### src/rtl/gcd_arbiter_pkg.sv
`default_nettype none
// ============================================================================
// Module   : gcd_arbiter_pkg
// Purpose  : Shared widths, requester count and FSM state type for gcd_arbiter.
// Revision : 1.0
// ============================================================================
package gcd_arbiter_pkg;

    localparam int REQ_W   = 32;
    localparam int RESP_W  = 16;
    localparam int NUM_REQ = 2;

    typedef enum logic [1:0] {
        ST_IDLE  = 2'd0,
        ST_ISSUE = 2'd1,
        ST_WAIT  = 2'd2,
        ST_RESP  = 2'd3
    } state_t;

endpackage
`default_nettype wire

### src/rtl/gcd_arbiter_rr.sv
`default_nettype none
// ============================================================================
// Module   : gcd_arbiter_rr
// Purpose  : Two-way round-robin grant; pointer moves to the loser on accept.
// Revision : 1.0
// ============================================================================
module gcd_arbiter_rr
    import gcd_arbiter_pkg::*;
(
    input  logic               clk,
    input  logic               rst_n,
    input  logic [NUM_REQ-1:0] i_req,
    input  logic               i_accept,
    output logic               o_grant_id,
    output logic               o_grant_any
);

    logic r_ptr;

    always_comb begin
        o_grant_any = |i_req;
        if (&i_req) begin
            o_grant_id = r_ptr;
        end else begin
            o_grant_id = i_req[1];
        end
    end

    always_ff @(posedge clk or negedge rst_n) begin
        if (!rst_n) begin
            r_ptr <= 1'b0;
        end else if (i_accept) begin
            r_ptr <= ~o_grant_id;
        end
    end

endmodule
`default_nettype wire

### src/rtl/gcd_arbiter.sv
`default_nettype none
// ============================================================================
// Module   : gcd_arbiter
// Purpose  : Shares one GCD unit between two requesters, one transaction at a
//            time. Define GCD_ARBITER_PERF_EN to build the performance counters.
// Revision : 1.0
// ============================================================================
module gcd_arbiter
    import gcd_arbiter_pkg::*;
#(
    parameter logic [15:0] TIMEOUT_CYCLES = 16'd1024
) (
    input  logic              wb_clk_i,
    input  logic              wb_rst_ni,
    input  logic              r0_req_val,
    output logic              r0_req_rdy,
    input  logic [REQ_W-1:0]  r0_req_msg,
    output logic              r0_resp_val,
    input  logic              r0_resp_rdy,
    output logic [RESP_W-1:0] r0_resp_msg,
    input  logic              r1_req_val,
    output logic              r1_req_rdy,
    input  logic [REQ_W-1:0]  r1_req_msg,
    output logic              r1_resp_val,
    input  logic              r1_resp_rdy,
    output logic [RESP_W-1:0] r1_resp_msg,
    output logic              gcd_req_val,
    input  logic              gcd_req_rdy,
    output logic [REQ_W-1:0]  gcd_req_msg,
    input  logic              gcd_resp_val,
    output logic              gcd_resp_rdy,
    input  logic [RESP_W-1:0] gcd_resp_msg,
    output logic              busy_o,
    output logic              owner_o,
    output logic              err_o,
    output logic [15:0]       op_count_o,
    output logic [31:0]       busy_cycles_o
);

    state_t              r_state;
    logic                r_owner;
    logic [REQ_W-1:0]    r_req_msg;
    logic [RESP_W-1:0]   r_resp_msg;
    logic [15:0]         r_wait_cnt;
    logic                r_err;

    logic                w_idle;
    logic                w_waiting;
    logic                w_grant_id;
    logic                w_grant_any;
    logic                w_accept;
    logic                w_resp_fire;

    assign w_idle    = (r_state == ST_IDLE);
    assign w_waiting = (r_state == ST_ISSUE) || (r_state == ST_WAIT);
    // Gated by reset so no ready can leak out while reset is held.
    assign w_accept  = w_idle && w_grant_any && wb_rst_ni;

    gcd_arbiter_rr u_rr (
        .clk         (wb_clk_i),
        .rst_n       (wb_rst_ni),
        .i_req       ({r1_req_val, r0_req_val}),
        .i_accept    (w_accept),
        .o_grant_id  (w_grant_id),
        .o_grant_any (w_grant_any)
    );

    assign r0_req_rdy  = w_accept && !w_grant_id;
    assign r1_req_rdy  = w_accept &&  w_grant_id;
    assign w_resp_fire = (r_state == ST_RESP) && (r_owner ? r1_resp_rdy : r0_resp_rdy);

    always_ff @(posedge wb_clk_i or negedge wb_rst_ni) begin
        if (!wb_rst_ni) begin
            r_state    <= ST_IDLE;
            r_owner    <= 1'b0;
            r_req_msg  <= '0;
            r_resp_msg <= '0;
        end else begin
            case (r_state)
                ST_IDLE: begin
                    if (w_accept) begin
                        r_owner   <= w_grant_id;
                        r_req_msg <= w_grant_id ? r1_req_msg : r0_req_msg;
                        r_state   <= ST_ISSUE;
                    end
                end
                ST_ISSUE: begin
                    if (gcd_req_rdy) begin
                        r_state <= ST_WAIT;
                    end
                end
                ST_WAIT: begin
                    if (gcd_resp_val) begin
                        r_resp_msg <= gcd_resp_msg;
                        r_state    <= ST_RESP;
                    end
                end
                ST_RESP: begin
                    if (w_resp_fire) begin
                        r_state <= ST_IDLE;
                    end
                end
                default: r_state <= ST_IDLE;
            endcase
        end
    end

    assign gcd_req_val  = (r_state == ST_ISSUE);
    assign gcd_req_msg  = r_req_msg;
    assign gcd_resp_rdy = (r_state == ST_WAIT);
    assign r0_resp_val  = (r_state == ST_RESP) && !r_owner;
    assign r1_resp_val  = (r_state == ST_RESP) &&  r_owner;
    assign r0_resp_msg  = r_resp_msg;
    assign r1_resp_msg  = r_resp_msg;
    assign busy_o       = !w_idle;
    assign owner_o      = r_owner;
    assign err_o        = r_err;

    // Watchdog only flags a slow GCD unit; the transaction keeps waiting.
    always_ff @(posedge wb_clk_i or negedge wb_rst_ni) begin
        if (!wb_rst_ni) begin
            r_wait_cnt <= '0;
            r_err      <= 1'b0;
        end else if (w_accept) begin
            r_wait_cnt <= '0;
        end else if (w_waiting && (r_wait_cnt != TIMEOUT_CYCLES)) begin
            r_wait_cnt <= r_wait_cnt + 16'd1;
            if ((r_wait_cnt + 16'd1) == TIMEOUT_CYCLES) begin
                r_err <= 1'b1;
            end
        end
    end

`ifdef GCD_ARBITER_PERF_EN
    logic [15:0] r_op_count;
    logic [31:0] r_busy_cycles;

    always_ff @(posedge wb_clk_i or negedge wb_rst_ni) begin
        if (!wb_rst_ni) begin
            r_op_count    <= '0;
            r_busy_cycles <= '0;
        end else begin
            if (w_resp_fire) begin
                r_op_count <= r_op_count + 16'd1;
            end
            if (!w_idle) begin
                r_busy_cycles <= r_busy_cycles + 32'd1;
            end
        end
    end

    assign op_count_o    = r_op_count;
    assign busy_cycles_o = r_busy_cycles;
`else
    assign op_count_o    = '0;
    assign busy_cycles_o = '0;
`endif

endmodule
`default_nettype wire

### config.mk
export PLATFORM = sky130hd
export DESIGN_NAME = gcd_arbiter
export DESIGN_NICKNAME = d
export VERILOG_FILES = /design/src/rtl/gcd_arbiter_pkg.sv /design/src/rtl/gcd_arbiter_rr.sv /design/src/rtl/gcd_arbiter.sv
export SDC_FILE = /design/constraint.sdc
export NUM_CORES = 1
export LEC_CHECK = 0
export ABC_AREA = 1
export CAP_MARGIN = 20
export CORE_UTILIZATION = 40
export CTS_CLUSTER_DIAMETER = 30
export DETAILED_ROUTE_END_ITERATION = 7
export PLACE_DENSITY = 0.79
export REMOVE_ABC_BUFFERS = 1
export SYNTH_ARGS = -nofsm -noshare
export SYNTH_HDL_FRONTEND = slang
export SYNTH_SLANG_ARGS = --single-unit
export TNS_END_PERCENT = 100
### constraint.sdc
create_clock -name wb_clk_i -period 4.1 [get_ports wb_clk_i]
set_input_delay 0.41 -clock wb_clk_i [delete_from_list [all_inputs] [get_ports wb_clk_i]]
set_output_delay 0.41 -clock wb_clk_i [all_outputs]
set_load 0.01 [all_outputs]
==> impl_metrics.env <==
export IMPL_status="complete, no violations"
export IMPL_cts_root_buffer="clkbuf_8"
export IMPL_cts_setup_buffers=0
export IMPL_ys_seq_area_frac=0.444
export IMPL_ant_nets=0
export IMPL_netlist_area_sq_mm=0.00389
export IMPL_ctsHoldBuffers=0
export IMPL_dp_hpwl_microns=7280
export IMPL_setup_tns_ns=0
export IMPL_ioPinCount=209
export IMPL_p_int_mw=2.24
export IMPL_vias_per_cell=4.66
export IMPL_place_area_sq_mm=0.00529
export IMPL_cp_end_kind="primary output"
export IMPL_clockPowerShare=0.184
export IMPL_max_vdd_ir_drop_uv=321
export IMPL_startpoint_type="register"
export IMPL_rows=35
export IMPL_drv_slew=0
export IMPL_numCtsBuffers=9
export IMPL_fin_crit_ns=3.24
export IMPL_cellLeakagePower_nw=2.51
export IMPL_die_x_microns=101
export IMPL_yosys_warnings=0
export IMPL_grt_overflow_total=0
export IMPL_fin_area_sq_mm=0.00552
export IMPL_drc_errors=0
export IMPL_cts_path_max_buffers=2
export IMPL_vias=3524
export IMPL_cts_tree="done"
export IMPL_combPwrFrac=0.488
export IMPL_core_sq_mm=0.00933
export IMPL_ys_types=28
export IMPL_maxClockFrequency_mhz=309
export IMPL_first_global_vias=3349
export IMPL_floorplan_die_height_microns=101
export IMPL_drive_gt1_frac=0.0845
export IMPL_track_usage=0.194
export IMPL_grt_pass1_wl_microns=15400
export IMPL_p_sw_mw=1.25
export IMPL_hold_viol=0
export IMPL_synthCells=479
export IMPL_power_frac_seq=0.328
export IMPL_hp_class="in2async"
export IMPL_preCtsSetupSlack_ns=1.04
export IMPL_portBuffers=160
export IMPL_powerDensity_mw_per_mm2=632
export IMPL_htree_levels=3
export IMPL_nFillCells=863
export IMPL_required_ns=3.69
export IMPL_initial_core_util=0.417
export IMPL_syn2layout_area_growth_pct=42.1
export IMPL_drtIter0Drc=160
export IMPL_rsz0062_at_grt="no"
export IMPL_grt_max_degree=70
export IMPL_swShare=0.358
export IMPL_maxCapViolCount=0
export IMPL_crit_fanout=34
export IMPL_routedWlPerCell_microns=12.8
export IMPL_synth_area_leader_cell="dfrtp_1"
export IMPL_finClkSkew_ns=0.00553
export IMPL_tightest_slew_ns=0.939
export IMPL_finalWirelength_microns=9640
export IMPL_synth_area_per_cell_sq_um=8.11
export IMPL_yosysTopAreaCellShare=0.444
export IMPL_setup_viol_count_final=0
export IMPL_cp_arrival_ns=2.83
export IMPL_gp_congestion=0.919
export IMPL_fin_ws_ns=0.861
export IMPL_antenna_found_initial=0
export IMPL_fp_dieArea_sq_mm=0.0101
export IMPL_crit_type="reg2out"
export IMPL_synth_area_leaders="dfrtp_1 (44%), nand2_1 (15%), buf_4 (13%)"
export IMPL_clock_latency_ns=0.34
export IMPL_period_share=0.790
export IMPL_ff2ff_setup_slack_ns=1.64
export IMPL_maxSlewHeadroom=0.370
export IMPL_cts_sinks=69
export IMPL_synth_seq_cells=69
export IMPL_post_cts_resized=0
export IMPL_layout_nets=717
export IMPL_clk_pin_slew_ns=0.08
export IMPL_p_total_mw=3.49
export IMPL_antenna_cells=0
export IMPL_dr_pass1_iters=6
registers in the layout (all words and copies together), names as in the netlist:
name         cells
u_rr.r_ptr       1
gcd_req_msg     32
r_wait_cnt      16
r_state          2
r0_resp_msg     16
owner_o          1
err_o            1
power groups by stage:
stage / Combinational (mW) / Sequential (mW) / Clock, mW
global route: 1.86 / 1.18 / 0.685
global placement: 1.67 / 1.15 / 0
floorplan: 0.608 / 1.29 / 0
CTS: 1.72 / 1.15 / 0.658
finish: 1.70 / 1.14 / 0.643
detailed placement: 1.71 / 1.15 / 0
through the flow:
step,hold WS [ns],std cells,util
floorplan,0.114,449,-
global placement,0.453,740,0.567
detailed placement,0.452,740,0.567
CTS,0.348,756,0.592
global route,0.386,756,0.592
finish,0.287,756,0.592
cell usage in the layout, fill, tap and decap left out:
cell | Yosys | final
a21oi_1 | 2 | 2
buf_4 | 66 | 3
bufinv_16 | 0 | 2
clkbuf_8 | 0 | 11
clkdlybuf4s50_1 | 0 | 159
clkinv_1 | 1 | 1
clkinv_2 | 0 | 1
clkinvlp_4 | 0 | 1
conb_1 | 1 | 48
dfrtp_1 | 69 | 69
ha_1 | 7 | 7
inv_1 | 25 | 25
inv_2 | 4 | 4
inv_6 | 0 | 1
mux2_2 | 16 | 16
nand2_1 | 159 | 159
nand2_2 | 3 | 3
nand3_1 | 45 | 45
nand3_2 | 1 | 1
nand3b_1 | 1 | 1
nand4_1 | 6 | 6
nor2_1 | 27 | 26
nor2_2 | 7 | 8
nor2_4 | 2 | 2
nor3_1 | 3 | 3
o211ai_1 | 1 | 1
o21ai_0 | 9 | 9
o21ai_1 | 2 | 2
o22ai_1 | 9 | 9
xnor2_1 | 1 | 1
xor2_1 | 1 | 1
critical path, cell delays in order, from the launching register on:
cell and delay [ns]:
dfrtp_1 0.38, inv_1 0.10, ha_1 0.25, nand2_1 0.13, nor2_2 0.08, nand2_1 0.09
clkinv_1 0.73, clkdlybuf4s50_1 0.72
per-layer routing:
layer | GRT usage | vias to the layer above | part of all wire | wire length (microns)
met5 | 0 | - | 0 | 0
met4 | 0.0736 | 0 | 0.013 | 121
met3 | 0.0624 | 9 | 0.093 | 898
met2 | 0.323 | 184 | 0.49 | 4690
met1 | 0.233 | 1633 | 0.41 | 3930
li1 | - | 1698 | - | -
Yosys cell counts:
cell type and number:
a21oi_1 2, buf_2 5, buf_4 66, buf_6 1, clkbuf_1 5, clkinv_1 1, conb_1 1, dfrtp_1 69
ha_1 7, inv_1 25, inv_2 4, mux2_2 16, nand2_1 159, nand2_2 3, nand3_1 45, nand3_2 1
nand3b_1 1, nand4_1 6, nor2_1 27, nor2_2 7, nor2_4 2, nor3_1 3, o211ai_1 1, o21ai_0 9
o21ai_1 2, o22ai_1 9, xnor2_1 1, xor2_1 1
path summary, 6_finish.rpt:
| path | startpoint | to | cells after the start |
|---|---|---|---|
| max | r_state[0]$_DFFE_PN0P_ | r0_req_rdy | 7 |
| min | wb_rst_ni | r0_resp_msg[1]$_DFFE_PN0P_ | 2 |
| max reg2reg | r_state[0]$_DFFE_PN0P_ | err_o$_DFFE_PN0P_ | 11 |
| min reg2reg | err_o$_DFFE_PN0P_ | err_o$_DFFE_PN0P_ | 2 |
| max in group asynchronous | wb_rst_ni | r_wait_cnt[15]$_DFFE_PN0P_ | 2 |
| min in group wb_clk_i | err_o$_DFFE_PN0P_ | err_o$_DFFE_PN0P_ | 2 |
logic make-up (layout without fill, tap and decap cells):
family,after synthesis,after routing,synth area share
buf+inv,107,208,0.171
compound gates,23,23,0.0332
simple gates,254,254,0.278
xor+xnor,2,2,0.00451
mux,16,16,0.0464
flops,69,69,0.444
other cells,1,48,0.000965
fa+ha+maj,7,7,0.0225
cell type report:
| type | instances | area, sq um | area share |
|---|---|---|---|
| flip-flops and latches | 69 | 1730 | 0.313 |
| multi-input cells | 350 | 1680 | 0.303 |
| repair buffers | 162 | 1610 | 0.292 |
| well taps | 129 | 161 | 0.0292 |
| clock buffers | 11 | 151 | 0.0274 |
| inverters | 30 | 113 | 0.0204 |
| clock inverters | 5 | 81.3 | 0.0147 |
No activity file was read; power rests on OpenSTA's default activity.
